[config.mk]
export PLATFORM = sky130hd
export DESIGN_NAME = multichannel_section_peak_to_peak_flat
export DESIGN_NICKNAME = d
export VERILOG_FILES = /design/src/rtl/multichannel_section_peak_to_peak_if.sv /design/src/rtl/multichannel_section_peak_to_peak.sv /design/src/flat_wrapper.sv
export SDC_FILE = /design/constraint.sdc
export NUM_CORES = 1
export LEC_CHECK = 0
export CORE_AREA = 2 2 245 187
export DETAILED_ROUTE_END_ITERATION = 7
export DIE_AREA = 0 0 247 189
export GPL_ROUTABILITY_DRIVEN = 0
export MAX_ROUTING_LAYER = met4
export PLACE_DENSITY = 0.66
export SYNTH_ARGS = -nofsm -noshare
export SYNTH_HDL_FRONTEND = slang
export SYNTH_SLANG_ARGS = --single-unit
export TNS_END_PERCENT = 10
[constraint.sdc]
create_clock -name clk -period 9.15 [get_ports clk]
set_input_delay 1.83 -clock clk [delete_from_list [all_inputs] [get_ports clk]]
set_output_delay 1.83 -clock clk [all_outputs]
set_load 0.05 [all_outputs]
[src/rtl/multichannel_section_peak_to_peak_if.sv]
`default_nettype none
// ============================================================================
// Module      : multichannel_section_peak_to_peak_if
// Description : Sample-in / result-out handshake bundle for the multichannel
//               section peak-to-peak block.
//               master = upstream/downstream side, slave = the block itself.
// Revision    : 1.0 - initial release
// ============================================================================
interface multichannel_section_peak_to_peak_if #(
  parameter int WIDTH    = 16,
  parameter int CHANNELS = 2
);
  localparam int c_CW = (CHANNELS > 1) ? $clog2(CHANNELS) : 1;

  logic              i_valid;
  logic              i_ready;
  logic [c_CW-1:0]   i_channel;
  logic [WIDTH-1:0]  i_value;
  logic              o_valid;
  logic              o_ready;
  logic [c_CW-1:0]   o_channel;
  logic [WIDTH-1:0]  o_value;

  modport master (
    output i_valid, i_channel, i_value, o_ready,
    input  i_ready, o_valid, o_channel, o_value
  );

  modport slave (
    input  i_valid, i_channel, i_value, o_ready,
    output i_ready, o_valid, o_channel, o_value
  );
endinterface
`default_nettype wire

[src/rtl/multichannel_section_peak_to_peak.sv]
`default_nettype none
// ============================================================================
// Module      : multichannel_section_peak_to_peak
// Description : Per-channel section min/max tracking with a history ring of
//               section extremes; emits the channel peak-to-peak value after
//               every completed section.
//               Optional macro PEAK_HOLD_EN adds a per-channel peak hold.
// Revision    : 1.0 - initial release
// ============================================================================
module multichannel_section_peak_to_peak #(
  parameter int WIDTH         = 16,
  parameter int CHANNELS      = 2,
  parameter int SAMPLE_COUNT  = 4,
  parameter int BUFFER_DEPTH  = 4,
  parameter int HOLD_SECTIONS = 2
) (
  input wire clk,
  input wire reset,
  multichannel_section_peak_to_peak_if.slave bus
);
  localparam int c_CW = (CHANNELS > 1)     ? $clog2(CHANNELS)     : 1;
  localparam int c_SW = (SAMPLE_COUNT > 1) ? $clog2(SAMPLE_COUNT) : 1;
  localparam int c_BW = (BUFFER_DEPTH > 1) ? $clog2(BUFFER_DEPTH) : 1;
  localparam logic [c_SW-1:0] c_LAST_SAMPLE = c_SW'(SAMPLE_COUNT - 1);
  localparam logic [c_BW-1:0] c_LAST_ENTRY  = c_BW'(BUFFER_DEPTH - 1);
  localparam logic [c_CW:0]   c_NUM_CH      = (c_CW + 1)'(CHANNELS);

  localparam logic [1:0] c_ST_RST  = 2'd0;
  localparam logic [1:0] c_ST_IDLE = 2'd1;
  localparam logic [1:0] c_ST_SCAN = 2'd2;
  localparam logic [1:0] c_ST_OUT  = 2'd3;

  logic [1:0]        r_state;
  logic [1:0]        w_next_state;

  logic [c_SW-1:0]   r_cnt     [CHANNELS];
  logic [WIDTH-1:0]  r_acc_min [CHANNELS];
  logic [WIDTH-1:0]  r_acc_max [CHANNELS];
  logic [WIDTH-1:0]  r_ring_min [CHANNELS][BUFFER_DEPTH];
  logic [WIDTH-1:0]  r_ring_max [CHANNELS][BUFFER_DEPTH];
  logic [BUFFER_DEPTH-1:0] r_ring_vld [CHANNELS];
  logic [c_BW-1:0]   r_wr_ptr  [CHANNELS];

  logic [c_CW-1:0]   r_ch;
  logic [c_BW-1:0]   r_scan_idx;
  logic [WIDTH-1:0]  r_scan_min;
  logic [WIDTH-1:0]  r_scan_max;
  logic [c_CW-1:0]   r_o_channel;
  logic [WIDTH-1:0]  r_o_value;

  // Sample acceptance and section folding for the tagged channel
  logic              w_take;
  logic              w_first;
  logic              w_final;
  logic [WIDTH-1:0]  w_sec_min;
  logic [WIDTH-1:0]  w_sec_max;

  assign w_take    = (r_state == c_ST_IDLE) && bus.i_valid && ({1'b0, bus.i_channel} < c_NUM_CH);
  assign w_first   = (r_cnt[bus.i_channel] == '0);
  assign w_final   = w_take && (r_cnt[bus.i_channel] == c_LAST_SAMPLE);
  assign w_sec_min = (w_first || bus.i_value < r_acc_min[bus.i_channel]) ? bus.i_value : r_acc_min[bus.i_channel];
  assign w_sec_max = (w_first || bus.i_value > r_acc_max[bus.i_channel]) ? bus.i_value : r_acc_max[bus.i_channel];

  // Ring scan: fold one entry per cycle, skipping entries never written
  logic              w_ent_vld;
  logic              w_scan_last;
  logic [WIDTH-1:0]  w_fold_min;
  logic [WIDTH-1:0]  w_fold_max;
  logic [WIDTH-1:0]  w_cur;
  logic [WIDTH-1:0]  w_out;

  assign w_ent_vld   = r_ring_vld[r_ch][r_scan_idx];
  assign w_scan_last = (r_scan_idx == c_LAST_ENTRY);
  assign w_fold_min  = (w_ent_vld && r_ring_min[r_ch][r_scan_idx] < r_scan_min) ? r_ring_min[r_ch][r_scan_idx] : r_scan_min;
  assign w_fold_max  = (w_ent_vld && r_ring_max[r_ch][r_scan_idx] > r_scan_max) ? r_ring_max[r_ch][r_scan_idx] : r_scan_max;
  // The newest entry is always valid, so fold_max >= fold_min here
  assign w_cur       = w_fold_max - w_fold_min;

`ifdef PEAK_HOLD_EN
  localparam int c_HW = (HOLD_SECTIONS > 0) ? $clog2(HOLD_SECTIONS + 1) : 1;
  logic [WIDTH-1:0]  r_held     [CHANNELS];
  logic [c_HW-1:0]   r_hold_cnt [CHANNELS];
  logic              w_reload;

  assign w_reload = (w_cur >= r_held[r_ch]) || (r_hold_cnt[r_ch] == '0);
  assign w_out    = w_reload ? w_cur : r_held[r_ch];

  // Peak hold: refresh on a new higher peak or when the hold expires
  always_ff @(posedge clk or negedge reset) begin
    if (!reset) begin
      for (int c = 0; c < CHANNELS; c++) begin
        r_held[c]     <= '0;
        r_hold_cnt[c] <= '0;
      end
    end else if (r_state == c_ST_SCAN && w_scan_last) begin
      if (w_reload) begin
        r_held[r_ch]     <= w_cur;
        r_hold_cnt[r_ch] <= c_HW'(HOLD_SECTIONS);
      end else begin
        r_hold_cnt[r_ch] <= r_hold_cnt[r_ch] - 1'b1;
      end
    end
  end
`else
  assign w_out = w_cur;
`endif

  // State register; the reset state keeps i_ready low until the first edge
  always_ff @(posedge clk or negedge reset) begin
    if (!reset) r_state <= c_ST_RST;
    else        r_state <= w_next_state;
  end

  // Next-state selection
  always_comb begin
    w_next_state = r_state;
    case (r_state)
      c_ST_RST:  w_next_state = c_ST_IDLE;
      c_ST_IDLE: if (w_final)     w_next_state = c_ST_SCAN;
      c_ST_SCAN: if (w_scan_last) w_next_state = c_ST_OUT;
      c_ST_OUT:  if (bus.o_ready) w_next_state = c_ST_IDLE;
      default:   w_next_state = c_ST_IDLE;
    endcase
  end

  // Handshake outputs decoded from state
  always_comb begin
    bus.i_ready = (r_state == c_ST_IDLE);
    bus.o_valid = (r_state == c_ST_OUT);
  end

  assign bus.o_channel = r_o_channel;
  assign bus.o_value   = r_o_value;

  // Datapath: accumulate sections, commit to ring, scan ring, latch result
  always_ff @(posedge clk or negedge reset) begin
    if (!reset) begin
      for (int c = 0; c < CHANNELS; c++) begin
        r_cnt[c]      <= '0;
        r_acc_min[c]  <= '0;
        r_acc_max[c]  <= '0;
        r_ring_vld[c] <= '0;
        r_wr_ptr[c]   <= '0;
        for (int e = 0; e < BUFFER_DEPTH; e++) begin
          r_ring_min[c][e] <= '0;
          r_ring_max[c][e] <= '0;
        end
      end
      r_ch        <= '0;
      r_scan_idx  <= '0;
      r_scan_min  <= '0;
      r_scan_max  <= '0;
      r_o_channel <= '0;
      r_o_value   <= '0;
    end else begin
      if (w_take) begin
        if (w_final) begin
          r_ring_min[bus.i_channel][r_wr_ptr[bus.i_channel]] <= w_sec_min;
          r_ring_max[bus.i_channel][r_wr_ptr[bus.i_channel]] <= w_sec_max;
          r_ring_vld[bus.i_channel][r_wr_ptr[bus.i_channel]] <= 1'b1;
          r_wr_ptr[bus.i_channel] <= (r_wr_ptr[bus.i_channel] == c_LAST_ENTRY) ? '0 : r_wr_ptr[bus.i_channel] + 1'b1;
          r_cnt[bus.i_channel]     <= '0;
          r_acc_min[bus.i_channel] <= '0;
          r_acc_max[bus.i_channel] <= '0;
          r_ch       <= bus.i_channel;
          r_scan_idx <= '0;
          r_scan_min <= '1;
          r_scan_max <= '0;
        end else begin
          r_cnt[bus.i_channel]     <= r_cnt[bus.i_channel] + 1'b1;
          r_acc_min[bus.i_channel] <= w_sec_min;
          r_acc_max[bus.i_channel] <= w_sec_max;
        end
      end
      if (r_state == c_ST_SCAN) begin
        r_scan_min <= w_fold_min;
        r_scan_max <= w_fold_max;
        r_scan_idx <= r_scan_idx + 1'b1;
        if (w_scan_last) begin
          r_o_channel <= r_ch;
          r_o_value   <= w_out;
        end
      end
    end
  end
endmodule
`default_nettype wire

[src/flat_wrapper.sv]
// flat-port wrapper written by rule: the top's interface ports become plain ports
module multichannel_section_peak_to_peak_flat 
#(
  parameter int WIDTH         = 16,
  parameter int CHANNELS      = 2,
  parameter int SAMPLE_COUNT  = 4,
  parameter int BUFFER_DEPTH  = 4,
  parameter int HOLD_SECTIONS = 2
)
  (clk, reset, bus_i_valid, bus_i_channel, bus_i_value, bus_o_ready, bus_i_ready, bus_o_valid, bus_o_channel, bus_o_value);
  multichannel_section_peak_to_peak_if #(.WIDTH(WIDTH), .CHANNELS(CHANNELS)) bus_i ();
  input wire clk;
  input wire reset;
  input wire logic [$bits(bus_i.i_valid)-1:0] bus_i_valid;
  input wire logic [$bits(bus_i.i_channel)-1:0] bus_i_channel;
  input wire logic [$bits(bus_i.i_value)-1:0] bus_i_value;
  input wire logic [$bits(bus_i.o_ready)-1:0] bus_o_ready;
  output wire logic [$bits(bus_i.i_ready)-1:0] bus_i_ready;
  output wire logic [$bits(bus_i.o_valid)-1:0] bus_o_valid;
  output wire logic [$bits(bus_i.o_channel)-1:0] bus_o_channel;
  output wire logic [$bits(bus_i.o_value)-1:0] bus_o_value;
  assign bus_i.i_valid = bus_i_valid;
  assign bus_i.i_channel = bus_i_channel;
  assign bus_i.i_value = bus_i_value;
  assign bus_i.o_ready = bus_o_ready;
  assign bus_i_ready = bus_i.i_ready;
  assign bus_o_valid = bus_i.o_valid;
  assign bus_o_channel = bus_i.o_channel;
  assign bus_o_value = bus_i.o_value;
  multichannel_section_peak_to_peak #(.WIDTH(WIDTH), .CHANNELS(CHANNELS), .SAMPLE_COUNT(SAMPLE_COUNT), .BUFFER_DEPTH(BUFFER_DEPTH), .HOLD_SECTIONS(HOLD_SECTIONS)) u_core (.clk(clk), .reset(reset), .bus(bus_i));
endmodule
**Word level (Yosys, flattened, before mapping)**

Index checks and enable logic that the tools add are counted.

- $add $sub $neg: 4
- $lt $le $gt $ge: 13
- Mux-type cells: 68
- Equal/unequal tests: 9
- Bitwise operators: 10
- Reduce and logical (&&, ||, !) cells: 17

Operator list:

| operator | number |
|---|---|
| 64-bit 2-to-1 mux | 7 |
| 16-bit 2-to-1 mux | 22 |
| 128-bit bitwise mux | 2 |
| 32-bit bitwise AND | 2 |
| 16-bit binary-select mux with 2-bit select | 2 |
| 32-bit bitwise mux | 2 |
| 64-bit demux with 1-bit select | 1 |
| 32-bit 2-to-1 mux | 2 |
| 16-bit demux with 2-bit select | 1 |
| 16-bit greater-than comparator | 2 |
| 16-bit less-than comparator | 2 |
| 32-bit NOT | 1 |
| 2-bit 2-to-1 mux | 14 |
| 4-bit 2-to-1 mux | 5 |
| 16-bit demux with 1-bit select | 1 |
| 16-bit subtractor | 1 |
| 2-bit equality test (second input constant) | 5 |
| 4-bit bitwise mux | 2 |
| 8-bit OR | 1 |
| 2-bit case mux with 4 select lines | 1 |
| 1-bit logical AND | 7 |
| 2-bit by 1-bit adder with 2-bit output (second input constant) | 3 |
| 3-bit greater-or-equal comparator (second input constant) | 2 |
| 2-bit by 3-bit less-than comparator with 1-bit output (second input constant) | 2 |
| 21 further kinds | 31 |

- Word-level logic and storage cells: 154
- Output and inout bits: 19
- Bits in registers: 390
- Input bits: 21

**Depth between registers and ports, before layout**

- Word-level depth: 12
- Gate-level depth with buffers: 26

**Least setup slack after synthesis**

OpenSTA, ideal clock, no wires.

- Kind: flip-flop to flip-flop
- Start: register u_core.r_ch
- End: register u_core.r_o_value[9] (netlist: u_core.bus.o_value[9])
- Period minus slack after synthesis: 6324 ps
- Data arrival time: 6193 ps
- Slack: 2826 ps
- Stages on the path, launching flop included: 23
- Buffers on the path: 5
- Cell sequence: dfrtp_1 > buf_4 > buf_4 > buf_1 > buf_1 > mux4_2 > mux2_2 > ha_1 > nand4_1 > nor4_1 > o221a_4 > nor3_4 > buf_1 > mux2i_1 > ha_1 > a21o_1 > a32oi_1 > o211ai_1 > and2_1 > a31o_1 > a31oi_1 > xor2_1 > o21ai_1

- Cells in the longest elaborated chain, start to end: 11
- Elaborated cells on any way between the ends: 25
- Those cells by class: add/sub: 1; order compare: 2; mux: 19; bitwise: 1; reduce/logical: 2

RTL lines:

| item | RTL line | text |
|---|---|---|
| start, declared | multichannel_section_peak_to_peak.sv:44 | `logic [c_CW-1:0] r_ch;` |
| start signal, assigned | multichannel_section_peak_to_peak.sv:165 | `r_ch <= bus.i_channel;` |
| 1-bit NOT with 2-bit output (implied by the code) (*) | multichannel_section_peak_to_peak.sv:72, multichannel_section_peak_to_peak.sv:74, multichannel_section_peak_to_peak.sv:75 |  |
| 64-bit 2-to-1 mux (on tied branches) (3 in series) | multichannel_section_peak_to_peak.sv:75, multichannel_section_peak_to_peak.sv:74 |  |
| 16-bit binary-select mux with 2-bit select (on tied branches) | multichannel_section_peak_to_peak.sv:75, multichannel_section_peak_to_peak.sv:74 |  |
| 16-bit 2-to-1 mux (on tied branches) (2 in series) | multichannel_section_peak_to_peak.sv:75, multichannel_section_peak_to_peak.sv:74 |  |
| 16-bit greater-than comparator / 16-bit less-than comparator (equally long branches) | multichannel_section_peak_to_peak.sv:75, multichannel_section_peak_to_peak.sv:74 |  |
| 1-bit logical AND (on tied branches) | multichannel_section_peak_to_peak.sv:75, multichannel_section_peak_to_peak.sv:74 |  |
| 16-bit 2-to-1 mux (on tied branches) | multichannel_section_peak_to_peak.sv:75, multichannel_section_peak_to_peak.sv:74 |  |
| 16-bit subtractor (*) | multichannel_section_peak_to_peak.sv:77 | `assign w_cur = w_fold_max - w_fold_min;` |
| end signal, assigned | multichannel_section_peak_to_peak.sv:181 | `r_o_value <= w_out;` |
| end, declared | multichannel_section_peak_to_peak.sv:49 | `logic [WIDTH-1:0] r_o_value;` |

Mark *: on every way between the ends. The rest lies on a longest branch, timed or not. The select of a mux whose other input is x is not followed.
A chain may end at the register's enable or synchronous reset.

**Final worst setup path**

- Start: register u_core.r_ch
- End: register u_core.r_o_value[14] (netlist: u_core.bus.o_value[14])

Same word-level chain as after synthesis.

==> impl_metrics.py <==
metrics = {
    "setup_path": {
        "critical_path_arrival_ps": 7090,
        "crit_path_top_delay_cell": "dfrtp_4",
        "critPathBufInv": 1,
        "path_cells": "buf_4, mux4_2, mux2_2, ha_1, nand4_1, nor3_1, a22o_1, o21a_1, mux2i_1, ha_1, fa_1, a21oi_1, a21o_1, a221o_2, a31oi_4, or4_1, nand3_1",
        "crit_family": "compound AO/OA/AOI/OAI gates",
        "cp_common_cell": "ha_1",
        "cp-start-kind": "flop",
        "max_stage_delay_ps": 840,
        "worstPathRequired_ps": 9640,
        "crit_type": "reg -> reg",
        "cp-end-kind": "flop",
        "cp_max_fo": 30,
    },
    "global_routing": {
        "grt_max_degree": 146,
        "grtUsageTotal_pct": 28.25,
        "antenna_found_initial": 0,
        "grt.overflow.total": 0,
        "grt_pass1_vias": 17070,
        "grt_pass1_wl_um": 100000,
    },
    "yosys": {
        "synthDistinctLibCells": 71,
        "yosysTopAreaCell": "dfrtp_1",
        "async_flop_share_pct": 100.0,
        "synthCells": 2138,
        "netlist.area_leader.share_pct": 44.61,
        "synth_area_leaders": "dfrtp_1 (45%), mux4_2 (6.8%), a311o_1 (5.2%)",
        "seq_area_frac_synth_pct": 44.61,
        "yosysMostFrequentCell": "dfrtp_1",
        "synth_top_flop_cell": "dfrtp_1",
        "synth_nets": 2244,
        "synth_edf_count": 0,
        "syn-cell-area_mm2": 0.02187,
        "avgSynthCellArea_um2": 10.23,
        "synth-seq-cells": 390,
        "netlist_top_cells_count": "dfrtp_1 (390), nand2_1 (232), o21ai_0 (207), clkbuf_1 (182), nor4_1 (131)",
        "yosysWarningCount": 0,
    },
    "sta": {
        "rsz0062_at_grt": "no",
        "tightest_slew_ps": 1422,
        "setup_violations": 0,
        "tns_ps": 0,
        "slew-limit-headroom_pct": 5.091,
        "clock.fmax_mhz": 151.5,
        "hold_viol": 0,
        "skew_ps": 30.40,
        "period_minus_slack_ps": 6600,
        "finalCritPeriodShare_pct": 72.13,
        "finalMaxSlewViolations": 0,
    },
    "cells_and_area": {
        "n_fill_cell": 3837,
        "drive_gt1_share_pct": 12.43,
        "multiInputGateArea_mm2": 0.01112,
        "area_delta_synth_final_pct": 9.255,
        "final_util_pct": 54.10,
        "nNetsFinal": 2148,
        "register_area_mm2": 0.009766,
        "antenna_cells": 0,
    },
    "pwr": {
        "leakage_nw": 10.46,
        "power_density_mw_per_mm2": 313.7,
        "irDropWorstVdd_mv": 0.2272,
        "total_power_w": 0.007497,
        "p_sw_share_pct": 42.61,
        "power_switching_w": 0.003194,
        "p_int_w": 0.004303,
        "p_comb_share_pct": 45.5,
        "seq_power_share_pct": 31.9,
        "clkPwrFrac_pct": 22.6,
    },
    "detailed_routing": {
        "post_drt_wl_per_cell_um": 23.66,
        "drc_errors": 0,
        "routed-wl-met3_um": 5461,
        "dr_wl_met2_um": 27540,
        "viasPerCell": 6.516,
        "ant_nets": 0,
        "drt-initial-drc-count": 1869,
        "num_vias": 17340,
        "top_layer_used": "met4",
        "dr.pass1.iters": 5,
        "wirelength_um": 62950,
        "drt-met1-wl_um": 28420,
    },
    "die": {
        "die_area_mm2": 0.04668,
        "die_height_um": 189,
        "row_count": 67,
        "pin_count": 40,
        "initial_utilization_pct": 49.51,
        "die-width_um": 247,
        "core_area_mm2": 0.04418,
    },
    "job": {
        "drv_cap": 0,
    },
    "clocking": {
        "postCtsSetupRepairBufs": 0,
        "clkLatencyLatePin_ps": 580,
        "cts_buffer_depth": 3,
        "cts_sinks": 390,
        "cts_tree": "done",
        "cts-root-buf": "clkbuf_16",
        "cts_hold_buf": 0,
        "h-tree-depth": 2,
        "ctsResizeCount": 0,
        "cts_made_buffers": 41,
        "clkTransAtPathRegs_ps": 70,
    },
    "status": {
        "status": "finished clean",
    },
    "hold_path": {
        "hold_class": "reg -> reg",
    },
    "placement": {
        "dpl.hpwl_um": 37800,
        "portBuffers": 39,
    },
}
## registers in the layout, indices dropped and copies added, names as in the netlist
| signal | count |
|---|---|
| u_core.bus.o_value | 16 |
| u_core.r_acc_min | 32 |
| u_core.r_scan_max | 16 |
| u_core.r_ring_min | 128 |
| u_core.r_ring_max | 128 |
| u_core.r_ch | 1 |
| u_core.r_ring_vld | 8 |
| u_core.r_wr_ptr | 4 |
| u_core.r_state | 2 |
| u_core.bus.o_channel | 1 |
| u_core.r_scan_idx | 2 |
| u_core.r_scan_min | 16 |
| u_core.r_acc_max | 32 |
| u_core.r_cnt | 4 |
## per-stage QoR
stage / cell area, um2 / setup WS, ps / cells / hold WS [ps]
finish: 23900 / 2550 / 2661 / 461.4
global placement: 22560 / 2424 / 2585 / 444.6
floorplan: 21870 / 2826 / 2138 / 428.7
detailed placement: 22560 / 2301 / 2585 / 447.7
global route: 23900 / 2106 / 2661 / 478.1
CTS: 23900 / 2584 / 2661 / 465.0
## layer usage
metal,track usage [%],vias to the layer above
met2,40.94,743
li1,-,7737
met5,-,-
met3,5.556,114
met4,7.553,0
met1,40.56,8744
## worst register-to-register path, delay by kind of cell (launching register included)
kind / cells / cell delay (ps)
buffers and inverters: 1 / 480
AO/OA/AOI/OAI: 6 / 1840
AND/OR/NAND/NOR: 4 / 1080
multiplexers: 3 / 1210
flip-flops: 1 / 840
adder cells (fa/ha/maj): 3 / 1070
## path summary, 6_finish.rpt
| path | start | endpoint | slack, ps | cells after the start |
|---|---|---|---|---|
| hold / removal | u_core.r_ring_vld[3]$_DFFE_PN0P_ | u_core.r_ring_vld[3]$_DFFE_PN0P_ | 460 | 1 |
| max in group asynchronous | reset | u_core.r_ring_min[54]$_DFFE_PN0P_ | 6520 | 2 |
| setup / recovery | u_core.r_ch$_DFFE_PN0P_ | u_core.bus.o_value[14]$_DFFE_PN0P_ | 2550 | 17 |
| hold reg to reg | u_core.r_ring_vld[3]$_DFFE_PN0P_ | u_core.r_ring_vld[3]$_DFFE_PN0P_ | 460 | 1 |
| min in group asynchronous | reset | u_core.r_ring_max[46]$_DFFE_PN0P_ | 1330 | 1 |
| setup reg to reg | u_core.r_ch$_DFFE_PN0P_ | u_core.bus.o_value[14]$_DFFE_PN0P_ | 2550 | 17 |
## logic make-up (layout without fill, tap and decap cells)
group / Yosys count / in the layout / share of synthesized area [%]
simple gates: 697 / 697 / 16.28
flops: 390 / 390 / 44.61
compound gates: 495 / 495 / 16.55
buf+inv: 281 / 218 / 4.936
mux: 173 / 173 / 12.02
fa+ha+maj: 88 / 88 / 5.039
xor+xnor: 14 / 14 / 0.5606
## power groups by stage
| stage | Clock [W] | Sequential (W) | Combinational (W) |
|---|---|---|---|
| after detailed placement | 0 | 0.00241 | 0.00337 |
| final | 0.00169 | 0.00239 | 0.00341 |
| after floorplan | 0 | 0.00241 | 0.00242 |
| after CTS | 0.00172 | 0.00238 | 0.00338 |
| after global routing | 0.00179 | 0.00244 | 0.00375 |
| after global placement | 0 | 0.00240 | 0.00329 |
## final cells by class
| cell class | instances | share of cell area (%) |
|---|---|---|
| Tap cell | 586 | 3.068 |
| Inverter | 66 | 1.037 |
| Multi-Input combinational cell | 1467 | 46.52 |
| Timing Repair Buffer | 76 | 2.900 |
| Clock inverter | 17 | 0.7905 |
| Sequential cell | 390 | 40.86 |
| Clock buffer | 59 | 4.827 |
## cells in the final DEF, fill, tap and decap left out, drive strengths merged, types with 4 or more instances in the layout
master,count
a21o,20
a21oi,27
a221o,47
a22oi,16
a311o,114
a31oi,8
and2,116
and3,5
buf,39
clkbuf,59
clkdlybuf4s50,37
clkinv,14
dfrtp,390
ha,84
inv,65
mux2,55
mux2i,52
mux4,66
nand2,232
nand2b,28
nand3,19
nand4,11
nor2,68
nor3,40
nor4,131
o211ai,7
o21a,10
o21ai,209
o221ai,4
o32a,4
or2,4
or3,33
xnor2,11
Note: power is estimated with default switching activity, not from simulation.
==> RTL edit 1, RTL diff (config.mk and constraints unchanged) <==
Build with the macro `PEAK_HOLD_EN` defined.
--- a/src/rtl/multichannel_section_peak_to_peak.sv
+++ b/src/rtl/multichannel_section_peak_to_peak.sv
@@ -7,6 +7,8 @@
 //               Optional macro PEAK_HOLD_EN adds a per-channel peak hold.
 // Revision    : 1.0 - initial release
 // ============================================================================
+`define PEAK_HOLD_EN
+
 module multichannel_section_peak_to_peak #(
   parameter int WIDTH         = 16,
   parameter int CHANNELS      = 2,
Check against the original RTL: no difference found for any inputs over 4 cycles, from zero or initial values and one cycle with reset low; that may be too few to reach the edited logic, so the function may still have changed.
==> RTL edit 1 against the unedited design <==
Worst setup slack worse by 1.6 ns; die area unchanged; critical path type unchanged; synthesized cell count down 3.5%; synthesized area down 2.4%; non-clock buffer count down 9; total power up 4.5%; wire length down 17%; final area up 0.19%; worst hold slack better by 0.0045 ns; sequential cell count up 36; sequential power up 8%; highest routed layer unchanged; critical endpoint is now u_core.r_held[29]; maximum frequency down 20%.
==> RTL edit 1: results <==
grt:
  grt.total_usage: 0.239
  grt_pass1_wl_um: 85900
  grtUsageMet1: 0.354
  grt_start_max_net_pins: 153
  grt.met3_usage: 0.0252
final_layout:
  nNetsFinal: 2176
  n_clock_buffer: 63
  final_area_mm2: 0.0239
  n_all_buffers: 67
  clock_area_frac: 0.0690
  fill_cells: 3787
  inv_count: 71
  drive_gt1_frac: 0.139
  num-multi-input-gates: 1441
critical_path:
  critPathMaxStageDelay_ns: 0.78
  r2r_end: "u_core.r_held[29]"
  rrSetupSlack_ns: 0.95
  cp.arrival_ns: 8.64
yosys:
  netlist_top_cells_area: "dfrtp_1, o21ai_0, nand2_1"
  synthTopCellsByCount: "dfrtp_1, nand2_1, o21ai_0"
  synth-seq-area-share: 0.499
  synth.distinct_cells: 69
placement:
  hpwl_um: 33900
  place_area_mm2: 0.0223
status:
  status: "finished clean"
drt:
  dr_total_vias: 15358
  drtPass1Iterations: 6
  routed_wl_um: 52400
sta:
  finClkSkew_ns: 0.0205
  worst_pin_slew_ns: 0.963
clocking:
  cts_buffers: 44
## RTL edit 1: logic make-up (layout without fill, tap and decap cells)
family                     Yosys count  in the layout  synth area share
adders and majority gates          104            104            0.0609
DFF                                426            426             0.499
buffers and inverters              197            220            0.0354
AOI/OAI and AO/OA                  546            546             0.144
xor gates and xnor gates            15             15           0.00650
and+or+nand+nor                    561            561             0.109
muxes                              215            215             0.145
## RTL edit 1: per-layer routing
| layer | vias to the layer above | share of wire |
|---|---|---|
| li1 | 7239 | - |
| met2 | 363 | 0.45 |
| met4 | 0 | 0.017 |
| met3 | 70 | 0.046 |
| met5 | - | 0 |
| met1 | 7686 | 0.49 |
## RTL edit 1: per-stage QoR
stage | setup slack (ns) | cells | hold slack, ns | power [mW]
after floorplan | 1.53 | 2064 | 0.429 | 4.82
after global placement | 0.897 | 2591 | 0.447 | 5.71
after detailed placement | 0.757 | 2591 | 0.447 | 5.81
after CTS | 0.669 | 2673 | 0.466 | 7.86
after global routing | 0.268 | 2673 | 0.480 | 8.35
final | 0.950 | 2673 | 0.466 | 7.83
## RTL edit 1: how the worst min path moves through the flow
stage,slack [ns],cells past startpoint,end,startpoint
floorplan,0.43,1,u_core.r_ring_vld[2],u_core.r_ring_vld[2]
global placement,0.45,1,u_core.r_ring_vld[1],u_core.r_ring_vld[1]
detailed placement,0.45,1,u_core.r_ring_vld[7],u_core.r_ring_vld[7]
CTS,0.47,1,u_core.r_ring_vld[7],u_core.r_ring_vld[7]
global route,0.48,1,u_core.r_ring_vld[1],u_core.r_ring_vld[1]
finish,0.47,1,u_core.r_ring_vld[1],u_core.r_ring_vld[1]
## RTL edit 1: repair_timing
item,in CTS,in global routing
setup endpoints to repair,0,7
gates resized for setup,0,1
endpoints found under the hold margin,0,0
==> RTL edit 2, RTL diff (same flow settings) <==
Without the edit above. `CHANNELS` is set to 2 in 3 places; all go to 1.
--- a/src/rtl/multichannel_section_peak_to_peak_if.sv
+++ b/src/rtl/multichannel_section_peak_to_peak_if.sv
@@ -8,7 +8,7 @@
 // ============================================================================
 interface multichannel_section_peak_to_peak_if #(
   parameter int WIDTH    = 16,
-  parameter int CHANNELS = 2
+  parameter int CHANNELS = 1
 );
   localparam int c_CW = (CHANNELS > 1) ? $clog2(CHANNELS) : 1;
 
--- a/src/rtl/multichannel_section_peak_to_peak.sv
+++ b/src/rtl/multichannel_section_peak_to_peak.sv
@@ -9,7 +9,7 @@
 // ============================================================================
 module multichannel_section_peak_to_peak #(
   parameter int WIDTH         = 16,
-  parameter int CHANNELS      = 2,
+  parameter int CHANNELS      = 1,
   parameter int SAMPLE_COUNT  = 4,
   parameter int BUFFER_DEPTH  = 4,
   parameter int HOLD_SECTIONS = 2
--- a/src/flat_wrapper.sv
+++ b/src/flat_wrapper.sv
@@ -2,7 +2,7 @@
 module multichannel_section_peak_to_peak_flat 
 #(
   parameter int WIDTH         = 16,
-  parameter int CHANNELS      = 2,
+  parameter int CHANNELS      = 1,
   parameter int SAMPLE_COUNT  = 4,
   parameter int BUFFER_DEPTH  = 4,
   parameter int HOLD_SECTIONS = 2
Behaviour: same outputs for any inputs over 4 cycles, from zero or initial values and one cycle with reset low; that may be too few to reach the edited logic, so the function may still have changed.
==> RTL edit 2 against the unedited design <==
Wire length shrank 54%; synthesized area shrank 46%; sequential cell count shrank 168; die area is the same; worst setup slack gained 0.54 ns; clock skew shrank 0.015 ns; total power shrank 32%; final area shrank 43%; critical path type unchanged; largest cell class unchanged.
==> RTL edit 2: results <==
placement:
  dp_cells: 1734
  place_area_mm2: 0.0128
  hpwl_um: 20200
clocking:
  h-tree-depth: 1
  cts.sinks: 222
  insertion_delay_ns: 0.52
critical_path:
  r2r_start: "u_core.r_scan_idx[0]"
  r2r_cells: 21
  r2r_end: "u_core.bus.o_value[8]"
  cp_slowest_cell: "a31o_1"
yosys:
  synth.distinct_cells: 51
  synthMuxAreaShare: 0.121
  yosys.area_share.adder: 0.0945
  syn_nets: 1273
  synth_xor_area_frac: 0.0111
power:
  p_int_mw: 2.96
  power_density_mw_per_mm2: 378
  power_leakage_nw: 6.42
  p_comb_mw: 2.64
final_layout:
  fill_cells: 4523
  seq_area_mm2: 0.00556
  n_all_buffers: 53
  bufAreaShareNonClock: 0.0369
  reg_top3: "u_core.r_ring_max: 64 flops, u_core.r_ring_min: 64 flops"
  inv_count: 78
grt:
  grt_start_max_net_pins: 85
  grt.met3_usage: 0.0312
  first_global_vias: 8595
sta:
  fmax_mhz: 165
  finClkSkew_ns: 0.0150
drt:
  drtIter0Drc: 817
  drt-vias-per-instance: 5.02
  wl_met2_um: 11500
status:
  status: "finished clean"
[RTL edit 2: changes by cell type in the layout (fill, tap and decap cells not counted), sizes merged, moves of 34 or more]
cell,before,now
and2,116,2
nand2,232,48
o21ai,209,39
nor2,68,156
a311o,114,1
nor4,131,0
a221o,47,1
dfrtp,390,222
mux2,55,18
a21oi,27,158
mux4,66,32
[RTL edit 2: worst min path at each step]
stage	from	to	slack, ns	depth (start not counted)
floorplan	u_core.r_ring_vld[2]	u_core.r_ring_vld[2]	0.43	1
global placement	u_core.r_ring_vld[2]	u_core.r_ring_vld[2]	0.46	1
detailed placement	u_core.r_ring_vld[2]	u_core.r_ring_vld[2]	0.46	1
global route	u_core.r_ring_vld[2]	u_core.r_ring_vld[2]	0.49	1
CTS	u_core.r_ring_vld[2]	u_core.r_ring_vld[2]	0.47	1
finish	u_core.r_ring_vld[2]	u_core.r_ring_vld[2]	0.47	1
